--- config.mk ---
export PLATFORM = sky130hd
export DESIGN_NAME = piso_bit_feeder
export DESIGN_NICKNAME = d
export VERILOG_FILES = /design/src/rtl/piso_bit_feeder.sv
export SDC_FILE = /design/constraint.sdc
export NUM_CORES = 1
export LEC_CHECK = 0
export ABC_AREA = 1
export BUFFER_PORTS_ARGS = -buffer_cell sky130_fd_sc_hd__buf_2
export CAP_MARGIN = 20
export CORE_UTILIZATION = 42
export DETAILED_ROUTE_END_ITERATION = 10
export SETUP_SLACK_MARGIN = 0.15
export SYNTH_ARGS = -nofsm -noshare
export SYNTH_HDL_FRONTEND = slang
export SYNTH_SLANG_ARGS = --single-unit
--- constraint.sdc ---
create_clock -name clk -period 1.7 [get_ports clk]
set_input_delay 0.17 -clock clk [delete_from_list [all_inputs] [get_ports clk]]
set_output_delay 0.17 -clock clk [all_outputs]
set_load 0.005 [all_outputs]
--- src/rtl/piso_bit_feeder.sv ---
// rtl/piso_bit_feeder.sv - parallel-in/serial-out bit feeder for the sequence detectors
// Optional even-parity bit per word when PISO_PARITY_EN is defined.
module piso_bit_feeder #(
  parameter int WIDTH     = 8,
  parameter bit MSB_FIRST = 1'b1,
  parameter bit IDLE_BIT  = 1'b0
) (
  input  logic             clk,
  input  logic             rst_n,
  input  logic [WIDTH-1:0] din,
  input  logic             din_valid,
  output logic             din_ready,
  output logic             x,
  output logic             x_valid,
  output logic             last_bit,
  output logic             busy,
  output logic [15:0]      words_sent
);

`ifdef PISO_PARITY_EN
  localparam int NBITS = WIDTH + 1;
`else
  localparam int NBITS = WIDTH;
`endif
  localparam int CW = $clog2(NBITS);

  typedef enum logic {IDLE = 1'b0, SHIFT = 1'b1} state_t;

  state_t           state;
  state_t           state_nx;
  logic [WIDTH-1:0] shreg;
  logic [CW-1:0]    cnt;
  logic             accept;
  logic             at_last;
`ifdef PISO_PARITY_EN
  logic             par;
`endif

  always_ff @(posedge clk or negedge rst_n) begin
    if (!rst_n) begin
      state <= IDLE;
    end else begin
      state <= state_nx;
    end
  end

  // A completing word and a newly accepted word share one edge, so SHIFT never drops to IDLE then.
  always_comb begin
    state_nx = state;
    case (state)
      IDLE:    if (accept) state_nx = SHIFT;
      SHIFT:   if (at_last && !din_valid) state_nx = IDLE;
      default: state_nx = IDLE;
    endcase
  end

  always_comb begin
    busy      = (state == SHIFT);
    at_last   = (state == SHIFT) && (cnt == '0);
    last_bit  = at_last;
    din_ready = (state == IDLE) || at_last;
    accept    = din_valid && din_ready;
  end

  always_ff @(posedge clk or negedge rst_n) begin
    if (!rst_n) begin
      shreg   <= '0;
      cnt     <= '0;
      x       <= IDLE_BIT;
      x_valid <= 1'b0;
`ifdef PISO_PARITY_EN
      par     <= 1'b0;
`endif
    end else if (accept) begin
      shreg   <= din;
      cnt     <= CW'(NBITS - 1);
      x       <= MSB_FIRST ? din[WIDTH-1] : din[0];
      x_valid <= 1'b1;
`ifdef PISO_PARITY_EN
      par     <= ^din;
`endif
    end else if (state == SHIFT) begin
      if (cnt == '0) begin
        x       <= IDLE_BIT;
        x_valid <= 1'b0;
      end else begin
        cnt <= cnt - 1'b1;
`ifdef PISO_PARITY_EN
        if (cnt == CW'(1)) begin
          x <= par;
        end else begin
          x     <= MSB_FIRST ? shreg[WIDTH-2] : shreg[1];
          shreg <= MSB_FIRST ? (shreg << 1) : (shreg >> 1);
        end
`else
        x     <= MSB_FIRST ? shreg[WIDTH-2] : shreg[1];
        shreg <= MSB_FIRST ? (shreg << 1) : (shreg >> 1);
`endif
      end
    end
  end

  always_ff @(posedge clk or negedge rst_n) begin
    if (!rst_n) begin
      words_sent <= '0;
    end else if (at_last) begin
      words_sent <= words_sent + 16'd1;
    end
  end

endmodule

==> results of run 1 <==
==> per-stage QoR <==
| step | std cells | utilization (%) | worst slack, ns |
|---|---|---|---|
| 6_report | 253 | 59.1 | 0.135 |
| 5_1_grt | 253 | 59.1 | 0.0754 |
| 4_1_cts | 249 | 57.5 | 0.117 |
| 3_5_place_dp | 233 | 52.1 | 0.0361 |
| 3_3_place_gp | 233 | 52.1 | 0.102 |
| 2_1_floorplan | 156 | - | 0.164 |
==> metal layers <==
layer	up-vias	track usage, %	part of all wire, %
met3	5	6.11	4.6
met1	552	20.6	44
met2	27	31.8	51
li1	601	-	-
met5	-	0	0
met4	0	5.10	1.1
==> tightest hold or removal path: cells and delay by family <==
kind	cells	cell delay, ns
and+or+nand+nor	1	0.04
AOI/OAI and AO/OA	1	0.05
buffers and inverters	1	0.07
==> what timing repair did <==
item / in CTS / in global routing
buffers inserted: 8 / 4
endpoints found under the setup margin: 20 / 16
pin swaps: 3 / 2
gates resized for setup: 11 / 5
hold buffers: 1 / 0
hold endpoints to repair: 29 / 0
==> power groups by stage <==
stage               combinational [mW]  clock [mW]  sequential, mW
floorplan                        0.414           0           0.967
global placement                 0.622           0           0.969
detailed placement               0.645           0           0.977
CTS                              0.850       0.435           0.968
global route                      1.06       0.465           0.987
finish                           0.937       0.422           0.966
==> cell type report <==
type / instances / share of cell area, %
Timing Repair Buffer: 46 / 16.0
Tap cell: 44 / 3.03
Multi-Input combinational cell: 99 / 32.0
Clock buffer: 7 / 3.03
Sequential cell: 29 / 39.9
Inverter: 28 / 6.05
==> placed cells by master (no fill, tap or decap), types with 5 or more instances in the layout <==
master	n
o21ai_0	5
clkbuf_4	5
nor2_1	9
xnor2_1	6
inv_1	24
dfrtp_1	29
buf_4	12
nand2_1	41
buf_2	29
nand3_1	8
==> registers in the layout, indices dropped and copies added, names as in the netlist <==
signal	count
x	1
words_sent	16
cnt	3
shreg	7
x_valid	1
busy	1
==> worst paths after layout <==
kind	start	end	slack (ns)	cells past startpoint
setup / recovery	cnt[0]$_DFFE_PN0P_	last_bit	0.14	7
hold / removal	din[3]	shreg[3]$_DFFE_PN0P_	0.05	3
setup reg to reg	cnt[0]$_DFFE_PN0P_	words_sent[10]$_DFFE_PN0P_	0.15	9
hold reg to reg	words_sent[4]$_DFFE_PN0P_	words_sent[4]$_DFFE_PN0P_	0.51	1
max in group asynchronous	rst_n	cnt[1]$_DFFE_PN0P_	0.89	2
min in group asynchronous	rst_n	words_sent[9]$_DFFE_PN0P_	0.39	2
==> cells by family after synthesis <==
logic type	after synthesis	share of synthesized area, %
flops	29	52.6
xor+xnor	9	5.72
buf+inv	28	7.62
compound gates	13	6.35
fa+ha+maj	3	2.72
simple gates	74	25.0
==> impl_metrics.env, run 1 <==
export IMPL_final_layout_size_suffix_gt1_share_pct=32.1
export IMPL_combinationalPowerShare_pct=40.3
export IMPL_cts_tree="built"
export IMPL_cts_buffer_depth=2
export IMPL_drt_wl_total_um=2850
export IMPL_cpPeakStageDelay_ns=0.38
export IMPL_synthCells=156
export IMPL_gr_total_overflow=0
export IMPL_synth_warnings=0
export IMPL_finalClockSkew_ns=0.00862
export IMPL_drtIter0Drc=44
export IMPL_final_hold_viol_count=0
export IMPL_synthesis_nets=170
export IMPL_cts_buffers=5
export IMPL_design_die_area_um2=3520
export IMPL_synth_top_cell_area_share_pct=52.6
export IMPL_outcome="finished, final reports clean"
export IMPL_clock_sinks=29
export IMPL_drtAntennaViolNets=0
export IMPL_area_growth_pct=31.9
export IMPL_seqCellArea_um2=726
export IMPL_placed_cell_area_um2=1600
export IMPL_cp_slowest_cell="dfrtp_1"
export IMPL_vias_per_cell=4.68
export IMPL_maxSlewViolCount=0
export IMPL_multi_input_area_um2=583
export IMPL_grt_use_total_pct=18.0
export IMPL_syn_area_um2=1380
export IMPL_whs_ns=0.0550
export IMPL_via_count=1185
export IMPL_detailed_place_hpwl_um=1920
export IMPL_period_share_pct=92.0
export IMPL_start_util_pct=44.8
export IMPL_gp_routability_congestion=0.777
export IMPL_p_per_area_nw_per_um2=1280
export IMPL_cp_data_arrival_time_ns=1.39
export IMPL_critPathKind="flip-flop to output pin"
export IMPL_die_x_um=59.3
export IMPL_p_switching_mw=0.786
export IMPL_clockPowerShare_pct=18.1
export IMPL_setup_violations_final=0
export IMPL_drtPass1Iterations=4
export IMPL_seqPwrFrac_pct=41.6
export IMPL_path_cells="inv_2, ha_4, ha_4, nand2_4, buf_6, inv_4, buf_6"
export IMPL_vdd_drop_max_mv=0.799
export IMPL_fillers=286
export IMPL_grt_pass1_vias=1123
export IMPL_rsz0062_at_grt="true"
export IMPL_synth_flop_cell="dfrtp_1"
export IMPL_cpLargestDelayFamily="flip-flops"
export IMPL_fin_nets=223
export IMPL_portBuffers=31
export IMPL_worst_pin_slew_ns=0.623
export IMPL_crit_buf_inv=4
export IMPL_io_pins=32
export IMPL_grt_max_degree=30
export IMPL_p_int_mw=1.54
export IMPL_clk_pin_slew_ns=0.09
export IMPL_synth_edff_count=0
export IMPL_wl_per_cell_um=11.3
export IMPL_synth_most_common_cell="nand2_1"
export IMPL_fmax_mhz=639
export IMPL_num_antenna_cells=0
export IMPL_finalInstanceArea_um2=1820
export IMPL_yosys_top_cells_count="nand2_1, dfrtp_1, inv_1"
export IMPL_max_cap_viol_count=0
export IMPL_synth_area_leader_cell="dfrtp_1"
export IMPL_maxSlewHeadroom_pct=58.4
export IMPL_end_kind="output pin"
export IMPL_fin_setup_tns_ns=0
export IMPL_h_tree_depth=2
export IMPL_hold_class="input port to flip-flop"
export IMPL_power_mw=2.33
export IMPL_required_ns=1.53
export IMPL_cp_start_kind="flip-flop"
export IMPL_ys_types=19
export IMPL_antenna_found_initial=0
export IMPL_fin_crit_ns=1.56
export IMPL_yosys_top_cells_area="dfrtp_1, nand2_1, inv_1"
export IMPL_drc_errors=0
export IMPL_async_flop_share_pct=100
export IMPL_p_leak_nw=0.932
export IMPL_seq_area_frac_synth_pct=52.6
export IMPL_row_count=20
export IMPL_crit_fanout=3
export IMPL_power_share_switching_pct=33.8
export IMPL_synth_area_per_cell_um2=8.84
export IMPL_root_buffer="clkbuf_4"
export IMPL_core_um2=3080
export IMPL_die_h_um=59.3
export IMPL_synth_seq_cells=29
export IMPL_insertion_delay_ns=0.32
export IMPL_grt_pass1_wl_um=4660
(Power assumes the default switching activity.)
==> run 2, diff against run 1 <==
--- a/config.mk
+++ b/config.mk
@@ -8,8 +8,9 @@
 export ABC_AREA = 1
 export BUFFER_PORTS_ARGS = -buffer_cell sky130_fd_sc_hd__buf_2
 export CAP_MARGIN = 20
-export CORE_UTILIZATION = 42
+export CORE_UTILIZATION = 52
 export DETAILED_ROUTE_END_ITERATION = 10
+export PLACE_DENSITY = 0.77
 export SETUP_SLACK_MARGIN = 0.15
 export SYNTH_ARGS = -nofsm -noshare
 export SYNTH_HDL_FRONTEND = slang
==> impl_metrics.env, run 2 (synthesis results as in run 1) <==
export IMPL_core_um2=2500
export IMPL_finalInstanceArea_um2=1800
export IMPL_fin_setup_tns_ns=0
export IMPL_r2r_end="words_sent[10]$_DFFE_PN0P_"
export IMPL_utilization_pct=72.0
export IMPL_final_hold_viol_count=0
export IMPL_grt_pass1_wl_um=4510
export IMPL_detailed_place_hpwl_um=1870
export IMPL_row_count=18
export IMPL_clk_pin_slew_ns=0.08
export IMPL_start_util_pct=55.2
export IMPL_timing_rr_start="cnt[0]$_DFFE_PN0P_"
export IMPL_fmax_mhz=644
export IMPL_placed_cell_area_um2=1580
export IMPL_fin_crit_ns=1.55
export IMPL_drt_wl_total_um=2840
export IMPL_drtPass1Iterations=4
export IMPL_grt_max_degree=30
export IMPL_final_common_cell="nand2_1"
export IMPL_cts_buffers=5
export IMPL_period_share_pct=91.3
export IMPL_fillers=187
export IMPL_top_regs="words_sent x16, shreg x7, cnt x3"
export IMPL_clock_sinks=29
export IMPL_gr_total_overflow=0
export IMPL_hold_class="input port to flip-flop"
export IMPL_vdd_drop_max_mv=0.937
export IMPL_final_layout_size_suffix_gt1_share_pct=31.7
export IMPL_setup_violations_final=0
export IMPL_clockPowerShare_pct=17.9
export IMPL_p_int_mw=1.54
export IMPL_crit_fanout=3
export IMPL_antenna_found_initial=0
export IMPL_dp_cells=218
export IMPL_cp_data_arrival_time_ns=1.38
export IMPL_power_mw=2.35
export IMPL_worst_pin_slew_ns=0.636
export IMPL_gp_routability_congestion=0.754
export IMPL_p_switching_mw=0.806
export IMPL_root_buffer="clkbuf_4"
export IMPL_maxSlewHeadroom_pct=57.6
export IMPL_via_count=1191
export IMPL_cp_start_kind="flip-flop"
export IMPL_rsz0062_at_grt="true"
export IMPL_combinationalPowerShare_pct=40.3
export IMPL_h_tree_depth=2
export IMPL_seqPwrFrac_pct=41.7
export IMPL_mostFrequentLayoutCells="nand2_1, dfrtp_1, buf_2"
export IMPL_r2r_setup_slack_ns=0.16
export IMPL_grt_use_total_pct=23.0
export IMPL_end_kind="output pin"
export IMPL_portBuffers=31
export IMPL_hold_end="shreg[6]$_DFFE_PN0P_"
export IMPL_fin_nets=222
export IMPL_required_ns=1.53
export IMPL_finalClockSkew_ns=0.00358
export IMPL_hp_start="din[6]"
export IMPL_top_register="words_sent"
export IMPL_min_delay_path_depth=3
export IMPL_area_growth_pct=30.5
export IMPL_grt_pass1_vias=1086
export IMPL_io_pins=32
export IMPL_cts_buffer_depth=2
export IMPL_maxSlewViolCount=0
export IMPL_drtAntennaViolNets=0
export IMPL_vias_per_cell=5.00
export IMPL_max_cap_viol_count=0
export IMPL_p_per_area_nw_per_um2=1310
export IMPL_critPathKind="flip-flop to output pin"
export IMPL_num_antenna_cells=0
export IMPL_power_share_switching_pct=34.3
export IMPL_drtIter0Drc=14
export IMPL_outcome="finished, final reports clean"
export IMPL_die_x_um=53.5
export IMPL_p_leak_nw=0.927
export IMPL_die_h_um=53.5
export IMPL_wl_per_cell_um=11.9
export IMPL_cts_tree="built"
export IMPL_insertion_delay_ns=0.33
export IMPL_largest_reg_flops=16
export IMPL_design_die_area_um2=2860
export IMPL_drc_errors=0
export IMPL_r2r_cells=9
export IMPL_instances_no_fill=238
run 2: power by group through the flow:
stage | Sequential, mW | Combinational (mW) | Clock (mW)
after global placement | 0.970 | 0.604 | 0
after detailed placement | 0.981 | 0.638 | 0
after CTS | 0.975 | 0.822 | 0.434
final | 0.980 | 0.947 | 0.421
after floorplan | 0.967 | 0.414 | 0
after global routing | 0.996 | 1.05 | 0.465
run 2: how the worst max path moves through the flow:
stage	startpoint	end	slack [ns]	cells past startpoint
2_1_floorplan	cnt[0]$_DFFE_PN0P_	words_sent[10]$_DFFE_PN0P_	0.16	9
3_3_place_gp	cnt[0]$_DFFE_PN0P_	words_sent[8]$_DFFE_PN0P_	0.09	10
3_5_place_dp	cnt[0]$_DFFE_PN0P_	words_sent[8]$_DFFE_PN0P_	0.002	10
4_1_cts	cnt[1]$_DFFE_PN0P_	last_bit	0.15	6
5_1_grt	cnt[1]$_DFFE_PN0P_	words_sent[10]$_DFFE_PN0P_	0.06	9
6_report	cnt[0]$_DFFE_PN0P_	din_ready	0.15	6
run 2: what timing repair did:
| action | 4_1_cts | 5_1_grt |
|---|---|---|
| gates resized for setup | 11 | 7 |
| pin swaps | 5 | 3 |
| endpoints found under the setup margin | 19 | 17 |
| hold endpoints to repair | 29 | 0 |
| hold buffers | 1 | 0 |
| setup buffers | 7 | 5 |
run 2: through the flow:
| stage | worst slack (ns) | hold slack (ns) |
|---|---|---|
| 6_report | 0.148 | 0.0524 |
| 5_1_grt | 0.0560 | 0.0525 |
| 4_1_cts | 0.152 | 0.0468 |
| 3_5_place_dp | 0.00242 | 0.230 |
| 3_3_place_gp | 0.0851 | 0.218 |
| 2_1_floorplan | 0.164 | -0.126 |
run 2: worst max-delay path, cell delays in order, from the launching register on:
cell and delay [ns]:
dfrtp_1 0.36, inv_2 0.06, ha_4 0.16, ha_4 0.18, nor2_4 0.13, inv_4 0.05, buf_6 0.11
run 2: area by class of cell:
class | count | area [um^2] | area share [%]
clock buffer | 7 | 55.1 | 3.06
sequential | 29 | 726 | 40.3
inverter | 28 | 110 | 6.12
timing repair buffer | 45 | 279 | 15.5
multi-input combinational | 99 | 592 | 32.9
tap | 30 | 37.5 | 2.09
run 2: per-layer routing:
layer | GRT usage (%) | vias to the layer above | share of wire, %
met5 | 0 | - | 0
met1 | 25.0 | 560 | 43
li1 | - | 596 | -
met3 | 8.91 | 7 | 4.3
met4 | 11.4 | 0 | 1.4
met2 | 38.3 | 28 | 51
